<file path="src/rtl/sprite_pkg.sv">
// Shared types and helpers for the sprite renderer: coordinate/delta types,
// index-width helper and the saturating position update used on frame_tick.
package sprite_pkg;

   localparam int COORD_W = 11;

   typedef logic [COORD_W-1:0]      coord_t;
   typedef logic signed [3:0]       delta_t;
   typedef logic signed [COORD_W:0] sum_t;

   // Width of an index over n items; never below 1 so degenerate sizes still elaborate.
   function automatic int idx_w(input int n);
      return (n > 1) ? $clog2(n) : 1;
   endfunction

   function automatic sum_t move_sum(input coord_t pos, input delta_t d);
      return $signed({1'b0, pos}) + $signed({{(COORD_W - 3){d[3]}}, d});
   endfunction

   function automatic coord_t clamp_coord(input sum_t sum, input coord_t max);
      if (sum < 0) begin
         return '0;
      end else if (sum > $signed({1'b0, max})) begin
         return max;
      end else begin
         return sum[COORD_W-1:0];
      end
   endfunction

endpackage

</file>
<file path="src/rtl/sprite_rom.sv">
// Synchronous sprite ROM: one SPR_W-bit row per address {frame,row}, data valid the
// cycle after addr. Contents are a fixed built-in pattern: bit i of word a is opaque when (a+i)%3 != 0.
module sprite_rom
   import sprite_pkg::*;
#(
   parameter int SPR_W    = 32,
   parameter int SPR_H    = 16,
   parameter int N_FRAMES = 4,
   localparam int ADDR_W  = idx_w(N_FRAMES) + idx_w(SPR_H)
) (
   input  logic              clk,
   input  logic [ADDR_W-1:0] addr,
   output logic [SPR_W-1:0]  data
);

   localparam int DEPTH = 2 ** ADDR_W;

   logic [SPR_W-1:0] mem [DEPTH];
   logic [SPR_W-1:0] data_q;

   for (genvar a = 0; a < DEPTH; a++) begin : g_word
      for (genvar i = 0; i < SPR_W; i++) begin : g_bit
         assign mem[a][i] = (((a + i) % 3) != 0);
      end
   end

   always_ff @(posedge clk) begin
      data_q <= mem[addr];
   end

   assign data = data_q;

endmodule

</file>
<file path="src/rtl/sprite_engine.sv">
// Movable, animated, scalable and mirrorable sprite: position/animation registers plus a
// two-stage pixel pipeline (box test + ROM fetch, then bit select) producing a registered paint flag.
module sprite_engine
   import sprite_pkg::*;
#(
   parameter int SPR_W      = 32,
   parameter int SPR_H      = 16,
   parameter int N_FRAMES   = 4,
   parameter int SCALE_LOG2 = 0,
   parameter int ANIM_DIV   = 8,
   parameter int H_RES      = 640,
   parameter int V_RES      = 480,
   parameter int INIT_X     = 0,
   parameter int INIT_Y     = 0,
   localparam int FR_W      = idx_w(N_FRAMES)
) (
   input  logic                     clk,
   input  logic                     rst,
   input  logic                     frame_tick,
   input  logic [COORD_W-1:0]       pix_x,
   input  logic [COORD_W-1:0]       pix_y,
   input  logic                     enable,
   input  logic signed [3:0]        dx,
   input  logic signed [3:0]        dy,
   input  logic                     mirror,
   output logic [COORD_W-1:0]       pos_x,
   output logic [COORD_W-1:0]       pos_y,
   output logic [FR_W-1:0]          frame_idx,
   output logic                     paint
);

   localparam int ROW_W  = idx_w(SPR_H);
   localparam int COL_W  = idx_w(SPR_W);
   localparam int ANIM_W = idx_w(ANIM_DIV);
   localparam int ADDR_W = FR_W + ROW_W;
   localparam int EW     = SPR_W << SCALE_LOG2;
   localparam int EH     = SPR_H << SCALE_LOG2;

   localparam coord_t XMAX = coord_t'(H_RES - EW);
   localparam coord_t YMAX = coord_t'(V_RES - EH);
   localparam coord_t X0   = coord_t'(INIT_X);
   localparam coord_t Y0   = coord_t'(INIT_Y);

   localparam logic [COORD_W:0]  EW_W      = (COORD_W + 1)'(EW);
   localparam logic [COORD_W:0]  EH_W      = (COORD_W + 1)'(EH);
   localparam logic [ANIM_W-1:0] ANIM_LAST = ANIM_W'(ANIM_DIV - 1);
   localparam logic [FR_W-1:0]   FR_LAST   = FR_W'(N_FRAMES - 1);
   localparam logic [COL_W-1:0]  COL_LAST  = COL_W'(SPR_W - 1);

   coord_t            pos_x_q, pos_x_d;
   coord_t            pos_y_q, pos_y_d;
   logic [FR_W-1:0]   frame_q, frame_d;
   logic [ANIM_W-1:0] anim_q, anim_d;

   logic              valid1_q;
   logic              hit1_q, hit1_d;
   logic [COL_W-1:0]  col1_q, col1_d;
   logic              mirror1_q;
   logic              paint_q, paint_d;

   logic [COORD_W:0]  px_w, py_w, x0_w, y0_w;
   coord_t            off_x, off_y;
   logic [ROW_W-1:0]  row_s1;
   logic [ADDR_W-1:0] rom_addr;
   logic [SPR_W-1:0]  rom_data;
   logic [COL_W-1:0]  bit_idx;

   // Movement and animation only advance on an enabled frame_tick.
   always_comb begin
      pos_x_d = pos_x_q;
      pos_y_d = pos_y_q;
      frame_d = frame_q;
      anim_d  = anim_q;
      if (frame_tick && enable) begin
         pos_x_d = clamp_coord(move_sum(pos_x_q, dx), XMAX);
         pos_y_d = clamp_coord(move_sum(pos_y_q, dy), YMAX);
         if (anim_q == ANIM_LAST) begin
            anim_d  = '0;
            frame_d = (frame_q == FR_LAST) ? '0 : frame_q + 1'b1;
         end else begin
            anim_d  = anim_q + 1'b1;
         end
      end
   end

   // Stage 1: box test in 12 bits so pos+extent cannot wrap; address the ROM row.
   always_comb begin
      px_w     = {1'b0, pix_x};
      py_w     = {1'b0, pix_y};
      x0_w     = {1'b0, pos_x_q};
      y0_w     = {1'b0, pos_y_q};
      hit1_d   = (px_w >= x0_w) && (px_w < x0_w + EW_W) &&
                 (py_w >= y0_w) && (py_w < y0_w + EH_W);
      off_x    = pix_x - pos_x_q;
      off_y    = pix_y - pos_y_q;
      col1_d   = COL_W'(off_x >> SCALE_LOG2);
      row_s1   = ROW_W'(off_y >> SCALE_LOG2);
      rom_addr = {frame_q, (hit1_d ? row_s1 : {ROW_W{1'b0}})};
   end

   sprite_rom #(
      .SPR_W    (SPR_W),
      .SPR_H    (SPR_H),
      .N_FRAMES (N_FRAMES)
   ) u_rom (
      .clk  (clk),
      .addr (rom_addr),
      .data (rom_data)
   );

   // Stage 2: MSB of a ROM word is the leftmost pixel, so unmirrored reads count down.
   always_comb begin
      bit_idx = mirror1_q ? col1_q : COL_LAST - col1_q;
      paint_d = valid1_q & hit1_q & rom_data[bit_idx];
   end

   always_ff @(posedge clk) begin
      if (rst) begin
         pos_x_q   <= X0;
         pos_y_q   <= Y0;
         frame_q   <= '0;
         anim_q    <= '0;
         valid1_q  <= 1'b0;
         hit1_q    <= 1'b0;
         col1_q    <= '0;
         mirror1_q <= 1'b0;
         paint_q   <= 1'b0;
      end else begin
         pos_x_q   <= pos_x_d;
         pos_y_q   <= pos_y_d;
         frame_q   <= frame_d;
         anim_q    <= anim_d;
         valid1_q  <= 1'b1;
         hit1_q    <= hit1_d;
         col1_q    <= col1_d;
         mirror1_q <= mirror;
         paint_q   <= paint_d;
      end
   end

   assign pos_x     = pos_x_q;
   assign pos_y     = pos_y_q;
   assign frame_idx = frame_q;
   assign paint     = paint_q;

endmodule

</file>
<file path="config.mk">
export PLATFORM = sky130hd
export DESIGN_NAME = sprite_engine
export DESIGN_NICKNAME = d
export VERILOG_FILES = /design/src/rtl/sprite_pkg.sv /design/src/rtl/sprite_rom.sv /design/src/rtl/sprite_engine.sv
export SDC_FILE = /design/constraint.sdc
export NUM_CORES = 1
export LEC_CHECK = 0
export CAP_MARGIN = 20
export CORE_MARGIN = 5
export CORE_UTILIZATION = 45
export CTS_BUF_LIST = sky130_fd_sc_hd__clkbuf_8
export DETAILED_ROUTE_END_ITERATION = 6
export PLACE_DENSITY = 0.83
export SYNTH_ARGS = -nofsm -noshare
export SYNTH_HDL_FRONTEND = slang
export SYNTH_SLANG_ARGS = --single-unit
</file>
<file path="constraint.sdc">
create_clock -name clk -period 4 [get_ports clk]
set_input_delay 1 -clock clk [delete_from_list [all_inputs] [get_ports clk]]
set_output_delay 1 -clock clk [all_outputs]
set_load 0.005 [all_outputs]
</file>
==> key figures, run 1 <==
Synthesis
  • Number of synthesized flops with an enable pin: 0
  • Post-synth cell types: 62
  • Leading cell types by total area after synthesis: sky130_fd_sc_hd__ha_1, sky130_fd_sc_hd__dfxtp_1, sky130_fd_sc_hd__nor2_1, sky130_fd_sc_hd__xnor2_1, sky130_fd_sc_hd__a21oi_1
  • Combined area of all synthesized cells: 3840 um^2
  • Leading register cell type out of synthesis: sky130_fd_sc_hd__dfxtp_1
  • Cell type contributing the most total cell area after synthesis: sky130_fd_sc_hd__ha_1
  • Cells after synthesis: 468
  • Post-Syn Area per Cell: 8.21 um^2
  • Syn_nets: 571
  • Sequential-to-total area share from yosys stat: 0.203
  • Number of synthesized register bits: 39
  • Proportion of synthesized flip-flops having asynchronous set or reset: 0
  • Share of Yosys cell area claimed by the top area cell type: 0.208
  • Yosys warning total: 0

Clocking
  • Clock-pin slew reported for the worst setup and hold paths after clock tree synthesis: 80 ps
  • Clk_lat worst skew: 290 ps
  • Number of clock buffers inserted by TritonCTS: 5
  • Clock Sinks: 39
  • H-tree lvl count: 2
  • CTS Root Cell: sky130_fd_sc_hd__clkbuf_8
  • Maximum clock insertion buffer count: 2
  • Hold bufs inserted after CTS: 0
  • CTS tree: yes

Power
  • Overall power of the completed layout: 1.11 mW
  • Worst supply voltage drop on vdd: 121 uV
  • Leak: 2.04 nW
  • Power density normalized to cell area: 230 nW/um^2

Timing
  • Number of pins with negative max-slew slack in the final report: 0
  • Final Hold Fails: 0
  • Worst Tran Pin Value: 635 ps
  • Unrepaired setup endpoints after global routing: false
  • Min Tclk post-route: 3810 ps
  • Number of setup violations in the final report: 0
  • Worst Skew: 7.02 ps
  • Post-route fraction of the period consumed by the critical path: 0.954
  • Worst Hold Slack: 424 ps
  • Worst slew slack as a fraction of its limit: 0.572
  • Max Clock Freq: 262 MHz

Worst setup path
  • Cell type of the slowest stage on the worst timing path: sky130_fd_sc_hd__clkdlybuf4s50_1
  • Type of destination of the critical path: register
  • Most Frequent Cell on Critical Path: sky130_fd_sc_hd__inv_1
  • Worst path max stage delay: 400 ps
  • Largest fanout of any net on the critical path: 3
  • Type of the worst setup path: primary input to register
  • List of cells traversed by the critical path: clkdlybuf4s50_1 -> inv_1 -> ha_1 -> inv_1 -> fa_1 -> nand3_1 -> nand2_1 -> a211oi_1 -> a21oi_1 -> a211oi_4 -> or2b_1 -> inv_2 -> ha_4 -> nor3_2 -> a31o_2 -> a22oi_2 -> o221ai_1
  • CP arrival: 3980 ps
  • Crit path launch type: primary input
  • Crit path required time: 4170 ps

Finish
  • Share of post-route cells with drive strength above 1: 0.0899
  • Leading cell types in the layout, fill and taps excluded: sky130_fd_sc_hd__ha_1, sky130_fd_sc_hd__clkdlybuf4s50_1, sky130_fd_sc_hd__nor2_1
  • Area growth, synth to finish: 25.7%
  • Design Area, Final: 4830 um^2
  • Most common library cell in the layout ignoring fill and taps: sky130_fd_sc_hd__ha_1
  • Filler Cells Inserted: 718
  • Diodes inserted: 0
  • Nets@finish: 647

Die
  • Total die area: 10,500 um^2
  • Number of primary I/O pins: 60
  • Die Span Y: 102 um
  • Die Span X: 102 um
  • Std-Cell Core Area: 8260 um^2
  • Initial core utilization: 0.465
  • Std cell rows: 33

Detailed routing
  • Total wire length: 9830 um
  • Number of DRC violations after detailed-routing iteration 0: 188
  • Number of iterations in the first detailed-routing pass: 4
  • Vias: 3,690
  • Final routed DRC violation total: 0
  • Vias/cell: 5.68
  • Routed wire per std cell: 15.1 um
  • Number of antenna-violating nets in the routed design: 0

Placed design
  • Cell area reported after detailed placement: 4630 um^2
  • Detailed-placement wirelength estimate: 7960 um
  • Gp weighted congestion: 0.905
  • # port buffers: 59

GRT
  • Antenna violations before repair: 0
  • Maximum number of pins on one net before global-route repair: 23
  • Global router's overall resource usage: 0.188
  • Via count of the first global-routing pass: 3,675
  • Wire length of the first global-routing pass: 16,100 um
  • Gr ovfl total: 0

Run
  • Max cap viols: 0

Worst hold path
  • Type of the tightest min-delay check: register to register

Status
  • Result of the run: complete, no violations
==> registers in the layout, summed over array words and instances, names as in the netlist <==
register,count
pos_x,11
mirror1_q,1
col1_q,5
paint,1
anim_q,3
pos_y,11
valid1_q,1
hit1_q,1
u_rom.data,3
frame_idx,2
==> metrics by stage <==
step	cells	setup TNS, ps	util	worst slack [ps]
2_1_floorplan	468	0	-	62.0
3_3_place_gp	638	-906	0.561	-309
3_5_place_dp	638	-1350	0.561	-492
4_1_cts	648	0	0.580	46.3
5_1_grt	650	0	0.585	19.7
6_report	650	0	0.585	185
==> synthesized netlist by cell type, drive strengths merged, types with 4 or more instances <==
| cell type | n |
|---|---|
| ha | 64 |
| fa | 4 |
| a211oi | 9 |
| a22o | 8 |
| clkbuf | 5 |
| nor3 | 12 |
| and3 | 4 |
| o21ai | 31 |
| inv | 37 |
| o22ai | 5 |
| a31oi | 4 |
| a22oi | 6 |
| o31ai | 4 |
| and2 | 6 |
| a21oi | 28 |
| nand2 | 26 |
| nand3 | 13 |
| xor2 | 8 |
| a21o | 12 |
| o221ai | 7 |
| nor2 | 45 |
| o21a | 5 |
| nand2b | 11 |
| dfxtp | 39 |
| xnor2 | 18 |
| nor2b | 7 |
==> timing repair <==
item / CTS / global route
pin swaps: 4 / 10
endpoints found under the setup margin: 3 / 3
buffers inserted: 2 / 2
resized for setup: 5 / 9
==> routing by layer <==
layer  up-vias  GRT usage  part of all wire
met4         0     0.0595             0.016
met1      1723      0.228              0.44
met3        14     0.0232             0.039
li1       1884          -                 -
met2        69      0.341              0.51
met5         -          0                 0
==> cell type report <==
class / instances / area (um^2) / area share
Clock inverter: 3 / 43.8 / 0.00906
Inverter: 37 / 139 / 0.0287
Multi-Input combinational cell: 387 / 2960 / 0.613
Sequential cell: 39 / 781 / 0.162
Tap cell: 105 / 131 / 0.0272
Timing Repair Buffer: 74 / 706 / 0.146
Clock buffer: 5 / 68.8 / 0.0142
==> report_power, final <==
part | internal, mW | switching [mW]
clock | 0.186 | 0.147
sequential | 0.403 | 0.0202
combinational | 0.169 | 0.185
==> path summary, 6_finish.rpt <==
kind | startpoint | endpoint | slack (ps) | cells past startpoint
worst max-delay path | pix_y[0] | u_rom.data[30] | 190 | 17
worst min-delay path | hit1_q | paint | 420 | 2
worst max register to register | pos_y[4] | u_rom.data[30] | 640 | 16
worst min register to register | hit1_q | paint | 420 | 2
==> critical path: cells and delay by family <==
| kind | cells | cell delay [ps] |
|---|---|---|
| compound gates | 6 | 1210 |
| fa+ha+maj | 3 | 690 |
| simple gates | 4 | 460 |
| buf+inv | 4 | 620 |
==> logic make-up (layout without fill, tap and decap cells) <==
family	Yosys count	after routing	share of synthesized area
flops	39	39	0.203
compound gates	147	147	0.275
mux	1	1	0.00260
simple gates	145	145	0.190
buf+inv	42	119	0.0410
xor+xnor	26	26	0.0592
fa+ha+maj	68	68	0.229
Power figures use the tool's default switching activity.
==> run 2, diff against run 1 <==
- CTS_BUF_LIST: sky130_fd_sc_hd__clkbuf_8 -> default
- SETUP_SLACK_MARGIN: default -> 0.4
==> run 2 against run 1 <==
Core utilization up 4.4 points. Die area unchanged. Power up 5.0%. Sequential share of layout area down 1.1 points. Count of clock-buffer cells in the layout unchanged. Critical path type unchanged. Largest cell class unchanged. Largest power group unchanged.
==> key figures, run 2 (synthesized netlist as in run 1, its figures left out) <==
Status
  • Result of the run: complete, no violations (unchanged)

Placed design
  • Dpl cells: 638 (unchanged)
  • Detailed-placement wirelength estimate: 7870 um (was 7960 um)
  • Gp weighted congestion: 0.864 (was 0.905)
  • # port buffers: 59 (unchanged)
  • Setup WS pre-CTS: -417 ps (was -492 ps)
  • Cell area reported after detailed placement: 4680 um^2 (was 4630 um^2)

Worst hold path
  • End point of the most critical hold path: paint (unchanged)
  • HP Start: hit1_q (unchanged)
  • Type of the tightest min-delay check: register to register (unchanged)
  • Hold Path Stages: 2 (unchanged)

Timing
  • Min Tclk post-route: 3610 ps (was 3810 ps)
  • Worst Tran Pin Value: 560 ps (was 635 ps)
  • Post-route fraction of the period consumed by the critical path: 0.902 (was 0.954)
  • Number of setup violations in the final report: 0 (unchanged)
  • Worst Hold Slack: 434 ps (was 424 ps)
  • Sum of negative setup slack: 0 ps (unchanged)
  • Number of pins with negative max-slew slack in the final report: 0 (unchanged)
  • Final Hold Fails: 0 (unchanged)
  • Unrepaired setup endpoints after global routing: true (was false)
  • Worst path setup slack after routing: 393 ps (was 185 ps)
  • Worst Skew: 8.63 ps (was 7.02 ps)
  • Worst slew slack as a fraction of its limit: 0.624 (was 0.572)
  • Max Clock Freq: 277 MHz (was 262 MHz)

Worst setup path
  • Buffering stage count on the worst path with inverters included: 4 (unchanged)
  • List of cells traversed by the critical path: buf_4 -> inv_12 -> ha_4 -> inv_2 -> fa_2 -> a211oi_2 -> nor2_2 -> a2111oi_4 -> o21ai_2 -> a211oi_4 -> or2b_1 -> inv_2 -> ha_4 -> nor3_2 -> a31o_2 -> a22oi_2 -> o221ai_1 (was clkdlybuf4s50_1 -> inv_1 -> ha_1 -> inv_1 -> fa_1 -> nand3_1 -> nand2_1 -> a211oi_1 -> a21oi_1 -> a211oi_4 -> or2b_1 -> inv_2 -> ha_4 -> nor3_2 -> a31o_2 -> a22oi_2 -> o221ai_1)
  • Crit path required time: 4180 ps (was 4170 ps)
  • CP arrival: 3790 ps (was 3980 ps)
  • Path length in cells of the critical path: 17 (unchanged)
  • Reg2reg path depth: 16 (unchanged)
  • Type of destination of the critical path: register (unchanged)
  • Critical R2R Capture: u_rom.data[30] (unchanged)
  • Largest fanout of any net on the critical path: 3 (unchanged)
  • Cell type of the slowest stage on the worst timing path: sky130_fd_sc_hd__fa_2 (was sky130_fd_sc_hd__clkdlybuf4s50_1)
  • Worst reg2reg path startpoint: pos_y[4] (unchanged)
  • Type of the worst setup path: primary input to register (unchanged)
  • Worst path max stage delay: 340 ps (was 400 ps)
  • Family with the most delay on the worst path: compound AO/OA/AOI/OAI gates (unchanged)
  • Reg2Reg Setup Slack: 640 ps (about the same)
  • Crit path launch type: primary input (unchanged)

GRT
  • Global router's overall resource usage: 0.197 (was 0.188)
  • Antenna violations before repair: 0 (unchanged)
  • Maximum number of pins on one net before global-route repair: 23 (unchanged)
  • Via count of the first global-routing pass: 3,774 (was 3,675)
  • Gr ovfl total: 0 (unchanged)
  • Wire length of the first global-routing pass: 16,900 um (was 16,100 um)

Run
  • Max cap viols: 0 (unchanged)

Detailed routing
  • Vias/cell: 5.83 (was 5.68)
  • Final routed DRC violation total: 0 (unchanged)
  • Vias: 3,845 (was 3,690)
  • Routed wire per std cell: 16.6 um (was 15.1 um)
  • Number of DRC violations after detailed-routing iteration 0: 147 (was 188)
  • Routed length on met2: 5590 um (was 4990 um)
  • Detail Route met3 WL: 415 um (was 380 um)
  • Number of antenna-violating nets in the routed design: 0 (unchanged)
  • Total wire length: 10,900 um (was 9830 um)
  • Number of iterations in the first detailed-routing pass: 4 (unchanged)
  • Metal-1 WL: 4660 um (was 4310 um)
  • Topmost layer with routed signal wires: met4 (unchanged)

Finish
  • Seq. cell area: 781 um^2 (unchanged)
  • Nets@finish: 655 (was 647)
  • Design Area, Final: 5190 um^2 (was 4830 um^2)
  • Filler Cells Inserted: 651 (was 718)
  • Leading cell types in the layout, fill and taps excluded: sky130_fd_sc_hd__ha_1, sky130_fd_sc_hd__nor2_1, sky130_fd_sc_hd__clkdlybuf4s50_1 (was sky130_fd_sc_hd__ha_1, sky130_fd_sc_hd__clkdlybuf4s50_1, sky130_fd_sc_hd__nor2_1)
  • Area growth, synth to finish: 35.1% (was 25.7%)
  • Util after Layout: 0.629 (was 0.585)
  • Most common library cell in the layout ignoring fill and taps: sky130_fd_sc_hd__ha_1 (unchanged)
  • Multi-input gate area: 3220 um^2 (was 2960 um^2)
  • Final std cells w/o fill: 659 (was 650)
  • Share of post-route cells with drive strength above 1: 0.174 (was 0.0899)

Clocking
  • Hold bufs inserted after CTS: 0 (unchanged)
  • Clock-pin slew reported for the worst setup and hold paths after clock tree synthesis: 80 ps (about the same)
  • Number of clock buffers inserted by TritonCTS: 5 (unchanged)
  • CTS Root Cell: sky130_fd_sc_hd__clkbuf_8 (unchanged)
  • CTS tree: yes (unchanged)
  • Clock Sinks: 39 (unchanged)
  • H-tree lvl count: 2 (unchanged)
  • Maximum clock insertion buffer count: 2 (unchanged)
  • Clk_lat worst skew: 300 ps (was 290 ps)

Power
  • Relative contribution of sequential cells to total power: 0.363 (was 0.381)
  • Leak: 2.21 nW (was 2.04 nW)
  • Switching power summed over all nets: 0.381 mW (was 0.352 mW)
  • Cell internal power dissipation: 0.785 mW (was 0.758 mW)
  • Combinational share of power: 0.348 (was 0.319)
  • Worst supply voltage drop on vdd: 139 uV (was 121 uV)
  • Fraction of power spent switching nets: 0.326 (was 0.317)
  • Clock Power Share: 0.289 (was 0.300)
  • Power density normalized to cell area: 225 nW/um^2 (was 230 nW/um^2)
  • Overall power of the completed layout: 1.17 mW (was 1.11 mW)

Die
  • Die Span Y: 102 um (unchanged)
  • Std-Cell Core Area: 8260 um^2 (unchanged)
  • Number of primary I/O pins: 60 (unchanged)
  • Initial core utilization: 0.465 (unchanged)
  • Std cell rows: 33 (unchanged)
  • Total die area: 10,500 um^2 (unchanged)
  • Die Span X: 102 um (unchanged)
==> run 2: cell count changes in the layout (fill, tap and decap cells not counted), sizes merged <==
| cell | previous run | this run |
|---|---|---|
| diode | 0 | 1 |
| dlymetal6s2s | 1 | 14 |
| dlygate4sd2 | 0 | 2 |
| clkdlybuf4s50 | 58 | 42 |
| buf | 15 | 24 |
==> run 2: worst max path at each step <==
stage / start / to
CTS: pix_y[0] / u_rom.data[30]
finish: pix_x[0] / u_rom.data[30]
global route: pix_x[0] / u_rom.data[30]
floorplan: pix_x[0] / u_rom.data[30]
detailed placement: pix_x[0] / u_rom.data[30]
global placement: pix_x[0] / u_rom.data[30]
==> run 2: metal layers <==
| metal | global-route usage | vias up |
|---|---|---|
| met1 | 0.243 | 1823 |
| met5 | 0 | - |
| met4 | 0.0585 | 0 |
| met3 | 0.0259 | 21 |
| met2 | 0.355 | 96 |
| li1 | - | 1905 |
==> run 2: final cells by class <==
| cell class | instances | share of cell area |
|---|---|---|
| Clock buffer | 5 | 0.0133 |
| Multi-Input combinational cell | 387 | 0.620 |
| Clock inverter | 3 | 0.00843 |
| Inverter | 37 | 0.0292 |
| Tap cell | 105 | 0.0253 |
| Timing Repair Buffer | 82 | 0.153 |
| Antenna cell | 1 | 0.000482 |
| Sequential cell | 39 | 0.150 |
==> run 2: power groups by stage <==
stage / clock network (mW) / logic [mW] / registers, mW
after floorplan: 0 / 0.229 / 0.426
after global placement: 0 / 0.327 / 0.431
after detailed placement: 0 / 0.344 / 0.431
after CTS: 0.336 / 0.362 / 0.422
after global routing: 0.357 / 0.446 / 0.426
final: 0.337 / 0.406 / 0.423
==> run 2: worst reg2reg max path, stage by stage (launching register included) <==
cell	delay (ps)
sky130_fd_sc_hd__dfxtp_1	520
sky130_fd_sc_hd__and3_1	210
sky130_fd_sc_hd__nand3_1	130
sky130_fd_sc_hd__xnor2_1	170
sky130_fd_sc_hd__ha_1	300
sky130_fd_sc_hd__nand4_1	80
sky130_fd_sc_hd__nor3b_1	290
sky130_fd_sc_hd__a211oi_2	120
sky130_fd_sc_hd__a21oi_2	220
sky130_fd_sc_hd__a211oi_4	60
sky130_fd_sc_hd__or2b_1	200
sky130_fd_sc_hd__inv_2	60
sky130_fd_sc_hd__ha_4	280
sky130_fd_sc_hd__nor3_2	40
sky130_fd_sc_hd__a31o_2	240
sky130_fd_sc_hd__a22oi_2	190
sky130_fd_sc_hd__o221ai_1	140
==> run 2: what timing repair did <==
action	CTS	global route
setup endpoints to repair	12	21
pin swaps	16	34
gates resized for setup	19	50
buffers inserted	1	11
==> run 3, diff against run 2 <==
- PLACE_DENSITY: 0.83 -> 0.82
- SYNTH_HIERARCHICAL: default -> 1
==> run 3 against run 2 <==
Hold slack better by 7.7 ps. First-iteration DRC count is 4.1% lower. Non-clock buffer count is 3 higher. Critical path type unchanged. Critical endpoint is now u_rom/data[29]. Setup slack better by 11 ps.
==> key figures, run 3 <==
Status
  • Result of the run: complete, no violations (unchanged)

Synthesis
  • Cells after synthesis: 497 (was 468)
  • Share of Yosys cell area claimed by the top area cell type: 0.188 (was 0.208)
  • Leading cell types by total area after synthesis: sky130_fd_sc_hd__ha_1, sky130_fd_sc_hd__dfxtp_1, sky130_fd_sc_hd__buf_4, sky130_fd_sc_hd__mux4_2, sky130_fd_sc_hd__xnor2_1 (was sky130_fd_sc_hd__ha_1, sky130_fd_sc_hd__dfxtp_1, sky130_fd_sc_hd__nor2_1, sky130_fd_sc_hd__xnor2_1, sky130_fd_sc_hd__a21oi_1)
  • Number of synthesized register bits: 39 (unchanged)
  • Most common cell in the netlist: sky130_fd_sc_hd__ha_1 (unchanged)
  • Top cells by count, synth: sky130_fd_sc_hd__ha_1, sky130_fd_sc_hd__inv_1, sky130_fd_sc_hd__dfxtp_1, sky130_fd_sc_hd__nand2_1, sky130_fd_sc_hd__buf_4 (was sky130_fd_sc_hd__ha_1, sky130_fd_sc_hd__nor2_1, sky130_fd_sc_hd__dfxtp_1, sky130_fd_sc_hd__inv_1)
  • Leading register cell type out of synthesis: sky130_fd_sc_hd__dfxtp_1 (unchanged)
  • Number of synthesized flops with an enable pin: 0 (unchanged)
  • Sequential-to-total area share from yosys stat: 0.183 (was 0.203)
  • Post-Syn Area per Cell: 8.59 um^2 (was 8.21 um^2)
  • Cell type contributing the most total cell area after synthesis: sky130_fd_sc_hd__ha_1 (unchanged)
  • Proportion of synthesized flip-flops having asynchronous set or reset: 0 (unchanged)
  • Yosys warning total: 6 (was 0)
  • Post-synth cell types: 62 (unchanged)
  • Combined area of all synthesized cells: 4270 um^2 (was 3840 um^2)
  • Syn_nets: 600 (was 571)

Timing
  • Worst Tran Pin Value: 868 ps (was 560 ps)
  • Worst Hold Slack: 442 ps (was 434 ps)
  • Max Clock Freq: 278 MHz (was 277 MHz)
  • Final Hold Fails: 0 (unchanged)
  • Min Tclk post-route: 3600 ps (was 3610 ps)
  • Number of setup violations in the final report: 0 (unchanged)
  • Worst Skew: 8.88 ps (was 8.63 ps)
  • Post-route fraction of the period consumed by the critical path: 0.899 (was 0.902)
  • Unrepaired setup endpoints after global routing: false (was true)
  • Sum of negative setup slack: 0 ps (unchanged)
  • Worst slew slack as a fraction of its limit: 0.421 (was 0.624)
  • Worst path setup slack after routing: 404 ps (was 393 ps)
  • Number of pins with negative max-slew slack in the final report: 0 (unchanged)

GRT
  • Maximum number of pins on one net before global-route repair: 13 (was 23)
  • Gr ovfl total: 0 (unchanged)
  • Via count of the first global-routing pass: 3,768 (was 3,774)
  • Wire length of the first global-routing pass: 17,100 um (was 16,900 um)
  • Antenna violations before repair: 0 (unchanged)
  • Global router's overall resource usage: 0.179 (was 0.197)

Die
  • Die Span Y: 107 um (was 102 um)
  • Std-Cell Core Area: 9240 um^2 (was 8260 um^2)
  • Initial core utilization: 0.462 (was 0.465)
  • Std cell rows: 35 (was 33)
  • Die Span X: 107 um (was 102 um)
  • Total die area: 11,500 um^2 (was 10,500 um^2)
  • Number of primary I/O pins: 60 (unchanged)

Worst setup path
  • Type of destination of the critical path: register (unchanged)
  • List of cells traversed by the critical path: clkdlybuf4s50_1 -> ha_4 -> o21a_1 -> o21ai_2 -> a211oi_2 -> o221ai_2 -> nand3_4 -> buf_6 -> nor3_4 -> or2b_1 -> o22ai_2 -> o32ai_2 (was buf_4 -> inv_12 -> ha_4 -> inv_2 -> fa_2 -> a211oi_2 -> nor2_2 -> a2111oi_4 -> o21ai_2 -> a211oi_4 -> or2b_1 -> inv_2 -> ha_4 -> nor3_2 -> a31o_2 -> a22oi_2 -> o221ai_1)
  • Cell type of the slowest stage on the worst timing path: sky130_fd_sc_hd__clkdlybuf4s50_1 (was sky130_fd_sc_hd__fa_2)
  • Crit path required time: 4160 ps (was 4180 ps)
  • Largest fanout of any net on the critical path: 5 (was 3)
  • Worst path max stage delay: 530 ps (was 340 ps)
  • CP arrival: 3760 ps (was 3790 ps)
  • Family with the most delay on the worst path: compound AO/OA/AOI/OAI gates (unchanged)
  • Crit path launch type: primary input (unchanged)
  • Type of the worst setup path: primary input to register (unchanged)
  • Buffering stage count on the worst path with inverters included: 2 (was 4)

Finish
  • Most common library cell in the layout ignoring fill and taps: sky130_fd_sc_hd__ha_1 (unchanged)
  • Final std cells w/o fill: 681 (was 659)
  • Share of post-route cells with drive strength above 1: 0.196 (was 0.174)
  • Area growth, synth to finish: 27.4% (was 35.1%)
  • Nets@finish: 654 (was 655)
  • Util after Layout: 0.589 (was 0.629)
  • Diodes inserted: 0 (was 1)
  • Leading cell types in the layout, fill and taps excluded: sky130_fd_sc_hd__ha_1, sky130_fd_sc_hd__clkdlybuf4s50_1, sky130_fd_sc_hd__inv_1 (was sky130_fd_sc_hd__ha_1, sky130_fd_sc_hd__nor2_1, sky130_fd_sc_hd__clkdlybuf4s50_1)

Clocking
  • Clock Sinks: 39 (unchanged)
  • CTS tree: yes (unchanged)
  • Clock-pin slew reported for the worst setup and hold paths after clock tree synthesis: 80 ps (about the same)
  • CTS Root Cell: sky130_fd_sc_hd__clkbuf_8 (unchanged)
  • Hold bufs inserted after CTS: 0 (unchanged)
  • Number of clock buffers inserted by TritonCTS: 5 (unchanged)
  • H-tree lvl count: 2 (unchanged)
  • Maximum clock insertion buffer count: 2 (unchanged)
  • Clk_lat worst skew: 290 ps (was 300 ps)

Worst hold path
  • Type of the tightest min-delay check: register to register (unchanged)

Placed design
  • Dpl cells: 662 (was 638)
  • Detailed-placement wirelength estimate: 8260 um (was 7870 um)
  • Gp weighted congestion: 0.942 (was 0.864)
  • # port buffers: 59 (unchanged)
  • Setup WS pre-CTS: -401 ps (was -417 ps)

Detailed routing
  • Final routed DRC violation total: 0 (unchanged)
  • Routed wire per std cell: 16.4 um (was 16.6 um)
  • Total wire length: 11,200 um (was 10,900 um)
  • Number of iterations in the first detailed-routing pass: 4 (unchanged)
  • Vias/cell: 5.71 (was 5.83)
  • Number of DRC violations after detailed-routing iteration 0: 141 (was 147)
  • Vias: 3,886 (was 3,845)
  • Number of antenna-violating nets in the routed design: 0 (unchanged)

Run
  • Max cap viols: 0 (unchanged)

Power
  • Power density normalized to cell area: 194 nW/um^2 (was 225 nW/um^2)
  • Leak: 2.16 nW (was 2.21 nW)
  • Worst supply voltage drop on vdd: 181 uV (was 139 uV)
==> run 3: cell types whose count changed after synthesis, sizes merged, moves of 6 or more <==
| cell | change |
|---|---|
| buf | +34 |
| nor2 | -22 |
| mux4 | +10 |
| nand2 | +8 |
| o21ai | -8 |
| a22oi | -6 |
==> run 3: worst paths after layout <==
path                 start        endpoint  slack [ps]  cells after the start
setup / recovery  pix_x[3]  u_rom/data[29]         400                     12
setup reg to reg  pos_y[4]  u_rom/data[29]         540                     14
hold / removal      hit1_q           paint         440                      2
hold reg to reg     hit1_q           paint         440                      2
==> run 3: logic make-up after synthesis <==
kind of cell | synth area share
adders and majority gates | 0.206
and+or+nand+nor | 0.174
AOI/OAI and AO/OA | 0.202
xor gates and xnor gates | 0.0694
DFF | 0.183
muxes | 0.0668
buffers and inverters | 0.0990
==> run 3: worst min-delay path, cell delays in order, from the launching register on <==
cell                      delay (ps)
sky130_fd_sc_hd__dfxtp_1         300
sky130_fd_sc_hd__nand2_1          50
sky130_fd_sc_hd__nor3_1           50
==> run 3: per-stage QoR <==
stage,area [um^2],power (mW)
2_1_floorplan,4280,0.671
3_3_place_gp,4870,0.740
4_1_cts,5200,1.03
6_report,5440,1.06
5_1_grt,5440,1.12
3_5_place_dp,4870,0.753
==> run 3: repair_timing <==
item / CTS / global route
pin swaps: 20 / 30
setup buffers: 9 / 2
resized for setup: 46 / 39
endpoints found under the setup margin: 3 / 13
==> run 3: layout make-up <==
cell class / count / area (um^2)
clock buffers: 6 / 72.6
clock inverters: 2 / 12.5
fillers: 767 / 3800
inverters: 42 / 158
multi-input cells: 378 / 3450
flip-flops and latches: 39 / 783
well taps: 129 / 161
repair buffers: 85 / 802
==> run 3: where the power goes <==
part           internal, mW  switching [mW]  total [mW]
clock network         0.122           0.140       0.262
registers             0.401          0.0176       0.419
logic                 0.196           0.181       0.376
total                 0.719           0.338        1.06
==> run 3: routing by layer <==
metal | GRT usage | routed length, um
met1 | 0.211 | 4700
met2 | 0.331 | 5830
met3 | 0.0258 | 313
met4 | 0.0595 | 332
met5 | 0 | 0
